`config.mk`:
```
export PLATFORM = sky130hd
export DESIGN_NAME = ifu_fetch_queue
export DESIGN_NICKNAME = d
export VERILOG_FILES = /design/src/rtl/ifu_pkg.sv /design/src/rtl/ifu_fq_fifo.sv /design/src/rtl/ifu_fetch_queue.sv
export SDC_FILE = /design/constraint.sdc
export NUM_CORES = 1
export LEC_CHECK = 0
export CAP_MARGIN = 15
export CORE_MARGIN = 1
export CORE_UTILIZATION = 55
export DETAILED_ROUTE_END_ITERATION = 16
export MAX_ROUTING_LAYER = met4
export PLACE_DENSITY = 0.8
export SYNTH_ARGS = -nofsm -noshare
export SYNTH_HDL_FRONTEND = slang
export SYNTH_SLANG_ARGS = --single-unit
```
`constraint.sdc`:
```
create_clock -name clk_i -period 9 [get_ports clk_i]
set_clock_uncertainty 0.05 [all_clocks]
set_input_delay 2.7 -clock clk_i [delete_from_list [all_inputs] [get_ports clk_i]]
set_output_delay 2.7 -clock clk_i [all_outputs]
set_load 0.01 [all_outputs]
```
`src/rtl/ifu_pkg.sv`:
```
// Shared fetch-queue types and default sizing for the instruction fetch unit.
package ifu_pkg;
  localparam int IFU_ADDR_W   = 32;
  localparam int IFU_INST_W   = 32;
  localparam int FQ_DEPTH_DEF = 4;
  localparam int FQ_OUTST_DEF = 2;

  typedef struct packed {
    logic [IFU_ADDR_W-1:0] pc;
    logic [IFU_INST_W-1:0] inst;
  } t_fetch_entry;
endpackage

```
`src/rtl/ifu_fq_fifo.sv`:
```
// Sync FIFO with flush: head is readable with zero latency, push visible next cycle.
// Push while full is ignored unless a pop frees the slot in the same cycle; flush wins.
module ifu_fq_fifo #(
  parameter int WIDTH = 8,
  parameter int DEPTH = 4
) (
  input  logic                       clk_i,
  input  logic                       rst_i,
  input  logic                       flush_i,
  input  logic                       push_i,
  input  logic [WIDTH-1:0]           push_dat_i,
  input  logic                       pop_i,
  output logic [WIDTH-1:0]           head_dat_o,
  output logic [$clog2(DEPTH+1)-1:0] count_o,
  output logic                       empty_o,
  output logic                       full_o
);
  localparam int PTR_W = (DEPTH > 1) ? $clog2(DEPTH) : 1;
  localparam int CNT_W = $clog2(DEPTH + 1);
  localparam logic [PTR_W-1:0] LAST_PTR = PTR_W'(DEPTH - 1);
  localparam logic [CNT_W-1:0] FULL_CNT = CNT_W'(DEPTH);

  logic [WIDTH-1:0] mem_q [DEPTH];
  logic [PTR_W-1:0] wr_ptr_q, wr_ptr_d;
  logic [PTR_W-1:0] rd_ptr_q, rd_ptr_d;
  logic [CNT_W-1:0] count_q, count_d;
  logic             do_push, do_pop;

  function automatic logic [PTR_W-1:0] ptr_inc(input logic [PTR_W-1:0] p);
    return (p == LAST_PTR) ? '0 : p + 1'b1;
  endfunction

  assign empty_o    = (count_q == '0);
  assign full_o     = (count_q == FULL_CNT);
  assign count_o    = count_q;
  assign head_dat_o = mem_q[rd_ptr_q];
  assign do_pop     = pop_i && !empty_o;
  assign do_push    = push_i && (!full_o || do_pop);

  always_comb begin
    wr_ptr_d = wr_ptr_q;
    rd_ptr_d = rd_ptr_q;
    count_d  = count_q;
    if (flush_i) begin
      wr_ptr_d = '0;
      rd_ptr_d = '0;
      count_d  = '0;
    end else begin
      if (do_push) wr_ptr_d = ptr_inc(wr_ptr_q);
      if (do_pop)  rd_ptr_d = ptr_inc(rd_ptr_q);
      case ({do_push, do_pop})
        2'b10:   count_d = count_q + 1'b1;
        2'b01:   count_d = count_q - 1'b1;
        default: count_d = count_q;
      endcase
    end
  end

  always_ff @(posedge clk_i or posedge rst_i) begin
    if (rst_i) begin
      wr_ptr_q <= '0;
      rd_ptr_q <= '0;
      count_q  <= '0;
    end else begin
      wr_ptr_q <= wr_ptr_d;
      rd_ptr_q <= rd_ptr_d;
      count_q  <= count_d;
    end
  end

  // Storage needs no reset: count gates every read of it.
  always_ff @(posedge clk_i) begin
    if (do_push && !flush_i) mem_q[wr_ptr_q] <= push_dat_i;
  end
endmodule

```
`src/rtl/ifu_fetch_queue.sv`:
```
// Decoupled fetch front-end: credit-limited sequential requests, in-order entry queue, redirect flush.
// Response reaches deq_* one cycle later; requests stall when queue slots plus in-flight reach DEPTH.
module ifu_fetch_queue
  import ifu_pkg::*;
#(
  parameter int                ADDR_W    = IFU_ADDR_W,
  parameter int                INST_W    = IFU_INST_W,
  parameter int                DEPTH     = FQ_DEPTH_DEF,
  parameter int                MAX_OUTST = FQ_OUTST_DEF,
  parameter int                PC_STEP   = 4,
  parameter logic [ADDR_W-1:0] RST_PC    = '0
) (
  input  logic                       clk_i,
  input  logic                       rst_i,
  input  logic                       redirect_i,
  input  logic [ADDR_W-1:0]          redirect_pc_i,
  output logic                       req_valid_o,
  input  logic                       req_ready_i,
  output logic [ADDR_W-1:0]          req_addr_o,
  input  logic                       rsp_valid_i,
  input  logic [INST_W-1:0]          rsp_inst_i,
  output logic                       deq_valid_o,
  input  logic                       deq_ready_i,
  output logic [ADDR_W-1:0]          deq_pc_o,
  output logic [INST_W-1:0]          deq_inst_o,
  output logic [$clog2(DEPTH+1)-1:0] occupancy_o
);
  localparam int OUT_W = $clog2(MAX_OUTST + 1);

  typedef struct packed {
    logic [ADDR_W-1:0] pc;
    logic [INST_W-1:0] inst;
  } fetch_entry_t;

  logic [ADDR_W-1:0] fetch_pc_q, fetch_pc_d;
  logic [OUT_W-1:0]  outst_q, outst_d;
  logic [OUT_W-1:0]  discard_q, discard_d;
  logic              credit_ok, req_hs, deq_hs, rsp_keep, tag_pop;
  logic [ADDR_W-1:0] tag_pc;
  logic [OUT_W-1:0]  tag_count;
  logic              tag_empty, tag_full, q_empty, q_full;
  fetch_entry_t      q_push_dat, q_head;

  // Every in-flight request owns a queue slot, so responses can never be refused.
  assign credit_ok   = (32'(occupancy_o) + 32'(outst_q) < 32'(DEPTH)) &&
                       (32'(outst_q) < 32'(MAX_OUTST));
  assign req_valid_o = !rst_i && !redirect_i && credit_ok;
  assign req_addr_o  = fetch_pc_q;
  assign req_hs      = req_valid_o && req_ready_i;

  // Stale tags were flushed at redirect, so stale responses must not pop the tag FIFO.
  assign tag_pop     = rsp_valid_i && (discard_q == '0);
  assign rsp_keep    = tag_pop && !redirect_i;

  assign deq_valid_o = !q_empty && !redirect_i;
  assign deq_hs      = deq_valid_o && deq_ready_i;
  assign deq_pc_o    = q_head.pc;
  assign deq_inst_o  = q_head.inst;
  assign q_push_dat  = '{pc: tag_pc, inst: rsp_inst_i};

  always_comb begin
    fetch_pc_d = fetch_pc_q;
    outst_d    = outst_q + OUT_W'(req_hs) - OUT_W'(rsp_valid_i);
    discard_d  = discard_q;
    if (redirect_i) begin
      fetch_pc_d = redirect_pc_i;
      discard_d  = outst_q - OUT_W'(rsp_valid_i);
    end else begin
      if (req_hs) fetch_pc_d = fetch_pc_q + ADDR_W'(PC_STEP);
      if (rsp_valid_i && (discard_q != '0)) discard_d = discard_q - 1'b1;
    end
  end

  always_ff @(posedge clk_i or posedge rst_i) begin
    if (rst_i) begin
      fetch_pc_q <= RST_PC;
      outst_q    <= '0;
      discard_q  <= '0;
    end else begin
      fetch_pc_q <= fetch_pc_d;
      outst_q    <= outst_d;
      discard_q  <= discard_d;
    end
  end

  ifu_fq_fifo #(.WIDTH(ADDR_W), .DEPTH(MAX_OUTST)) u_tag_fifo (
    .clk_i      (clk_i),
    .rst_i      (rst_i),
    .flush_i    (redirect_i),
    .push_i     (req_hs),
    .push_dat_i (fetch_pc_q),
    .pop_i      (tag_pop),
    .head_dat_o (tag_pc),
    .count_o    (tag_count),
    .empty_o    (tag_empty),
    .full_o     (tag_full)
  );

  ifu_fq_fifo #(.WIDTH($bits(fetch_entry_t)), .DEPTH(DEPTH)) u_entry_q (
    .clk_i      (clk_i),
    .rst_i      (rst_i),
    .flush_i    (redirect_i),
    .push_i     (rsp_keep),
    .push_dat_i (q_push_dat),
    .pop_i      (deq_hs),
    .head_dat_o (q_head),
    .count_o    (occupancy_o),
    .empty_o    (q_empty),
    .full_o     (q_full)
  );

`ifndef SYNTHESIS
  a_rsp_without_req: assert property (@(posedge clk_i) disable iff (rst_i)
    rsp_valid_i |-> (outst_q != '0));
  a_tag_overflow: assert property (@(posedge clk_i) disable iff (rst_i)
    req_hs |-> !tag_full);
  a_tag_underflow: assert property (@(posedge clk_i) disable iff (rst_i)
    rsp_keep |-> !tag_empty);
  a_tag_bound: assert property (@(posedge clk_i) disable iff (rst_i)
    tag_count <= outst_q);
  a_queue_overflow: assert property (@(posedge clk_i) disable iff (rst_i)
    rsp_keep |-> (!q_full || deq_hs));
`endif
endmodule

```
==> out/summary.txt <==
pwr dens - 219.7 mW/mm^2
post-layout net count - 1,042
crit path capture type - primary output
FFs w/ async S/R, synth - 12.81%
syn nets - 858
final core utilization - 69.55%
synthesis-to-layout area growth - 22.94%
WL/cell - 21.24 um
minimum period implied by the final worst setup slack - 6.678 ns
unrepaired setup endpoints after global routing - no
placed cell area - 0.01645 mm^2
CP Cell Sequence - clkdlybuf4s50_1, nor2_1, and3_1, clkdlybuf4s50_1
placed instance count - 1,248
Fin. Hold Viols - 0
Mapped Cells - 776
Final Cell Area - 0.01771 mm^2
Rows - 58
cts bufs inserted - 37
die height - 163.9 um
setup bufs post-CTS - 0
WHS - 0.4457 ns
hold path cells - 0
Distinct cells, synth - 52
count leader, synth - edfxtp_1
Detailed Route WL - 28.02 mm
total number of vias - 7,770
EDFF count, synth - 320
Commonest cells post-synth - edfxtp_1, mux4_2, nand2_1
synth top area cells - edfxtp_1, mux4_2, dfrtp_1
critical-path cell with the highest stage delay - clkdlybuf4s50_1
share of cells above drive strength 1 - 18.40%
global route overflow - 0
drt drc - 0
Final HPWL DP - 16.48 mm
most used flip-flop cell after synthesis - edfxtp_1
# diodes - 0
mapped cell area - 0.01441 mm^2
total power - 3.892 mW
initial core utilization - 56.57%
share of the synthesized area in the top cell type - 66.69%
peak supply drop - 0.1682 mV
critical path class - input pin to primary output
slew margin rel. - 30.27%
Final period util - 74.20%
# clock sinks - 367
Ports - 171
pins over their slew limit - 0
Die X - 163.9 um
DR pass1 iterations - 5
number of DRC markers in iteration 0 - 615
Setup Viol. Count Final - 0
cell repeated most along the worst path - clkdlybuf4s50_1
Setup WS post-layout - 2.322 ns
Crit path max-delay family - buffers and inverters
startpoint types - input pin
Avg Vias per Cell - 5.891
CTS resizes - 0
CP max FO - 2
Crit path depth - 4
Yosys reg bits - 367
PortBufs - 170
Fin Setup TNS - 0 ns
die area - 0.02685 mm^2
Worst-Skew Late Latency - 0.51 ns
Max clock buf depth - 3
status - completed
Place WS - 2.318 ns
Yosys warnings - 0
post-cts hold buffer count - 0
largest net degree at the start of global routing - 67
Pleak - 5.833 nW
Buf/Inv on CP - 2
number of global-route vias before repair - 7,920
post-synthesis area per instance - 18.57 um^2
CP required - 6.25 ns
clk slew on worst S/H paths - 0.06 ns
CP peak stage delay - 0.53 ns
CTS tree - done
Final Non-Filler Cells - 1,319
initial antenna violation count - 0
Tightest Hold Check Type - register to register
routability congestion estimate - 0.8191
Crit path arrival time - 3.93 ns
# Max-Cap Violations - 0
core area - 0.02547 mm^2
sequential element share of the synthesized area - 74.85%
H-tree level count - 2
Max Clock Freq - 149.8 MHz
R2R cell count - 7
ANT nets after route - 0
GRT Util Overall - 21.87%
first-pass GRT wire length - 42.99 mm
Synth area leader - edfxtp_1
Least-Margin Pin Slew - 1.046 ns
Root Driver - clkbuf_16
worst reg2reg max path, cell delays in order (launching register included):
cell and delay (ns):
dfrtp_1 0.50, ha_1 0.34, nand3_1 0.09, and4_1 0.19, buf_4 0.30, inv_1 0.49, nor3_2 0.66, buf_4 0.48
flip-flops by register name, indices dropped and copies added, names as in the netlist:
signal / cells
req_addr_o: 32
u_tag_fifo.rd_ptr_q: 1
u_tag_fifo.mem_q: 64
u_entry_q.rd_ptr_q: 2
discard_q: 2
u_tag_fifo.count_o: 2
u_entry_q.wr_ptr_q: 2
u_entry_q.count_o: 3
u_tag_fifo.wr_ptr_q: 1
u_entry_q.mem_q: 256
outst_q: 2
cells by family after synthesis:
| group | synth area share (%) |
|---|---|
| muxes | 12.80 |
| adders and majority gates | 1.094 |
| AOI/OAI and AO/OA | 3.421 |
| buffers and inverters | 1.294 |
| and+or+nand+nor | 6.113 |
| xor gates and xnor gates | 0.4255 |
| DFF | 74.85 |
layout make-up:
| class | instances | area, um^2 |
|---|---|---|
| flip-flops and latches | 367 | 10790 |
| fillers | 1590 | 7757 |
| multi-input cells | 362 | 3452 |
| repair buffers | 180 | 1782 |
| clock buffers | 43 | 1001 |
| well taps | 330 | 412.9 |
| clock inverters | 25 | 229.0 |
| inverters | 12 | 45.04 |
cells in the final DEF, fill, tap and decap left out, types with 7 or more instances in the layout:
cell type          n
mux4_2            64
nor2b_1            8
nor3_1             8
dfrtp_1           45
clkdlybuf4s50_1  169
nor2_1            24
o21ai_0           25
clkinv_1           7
inv_1             11
buf_4              8
nand2_1           53
edfxtp_1         320
nand3_1           29
o211ai_1           9
clkbuf_16         39
mux2_2            34
ha_1              11
clkinv_2          10
a21oi_1            9
nand4_1            9
power by group:
| group | switching (mW) | internal, mW | total [mW] |
|---|---|---|---|
| combinational | 0.175 | 0.193 | 0.368 |
| clock | 0.610 | 0.914 | 1.52 |
| sequential | 0.0667 | 1.93 | 2.00 |
| total | 0.852 | 3.04 | 3.89 |
per-layer routing:
metal / wire [um] / vias to the layer above / track usage, % / share of wire (%)
li1: - / 3493 / - / -
met1: 11790 / 3886 / 29.35 / 42
met2: 13760 / 355 / 35.42 / 49
met3: 2058 / 36 / 3.308 / 7.3
met4: 403 / 0 / 5.682 / 1.4
met5: 0 / - / - / 0
path summary, 6_finish.rpt:
path	to	start	slack, ns
min in group asynchronous	outst_q[1]$_DFF_PP0_	rst_i	2.54
max	req_valid_o	rst_i	2.32
min	u_tag_fifo.mem_q[0][1]$_DFFE_PP_	req_addr_o[1]$_DFFE_PP0P_	0.45
max in group asynchronous	u_entry_q.rd_ptr_q[0]$_DFFE_PP0P_	rst_i	5.81
max reg2reg	u_tag_fifo.mem_q[0][5]$_DFFE_PP_	u_entry_q.count_o[1]$_DFFE_PP0P_	5.54
min reg2reg	u_tag_fifo.mem_q[0][1]$_DFFE_PP_	req_addr_o[1]$_DFFE_PP0P_	0.45
Power figures use the tool's default switching activity.
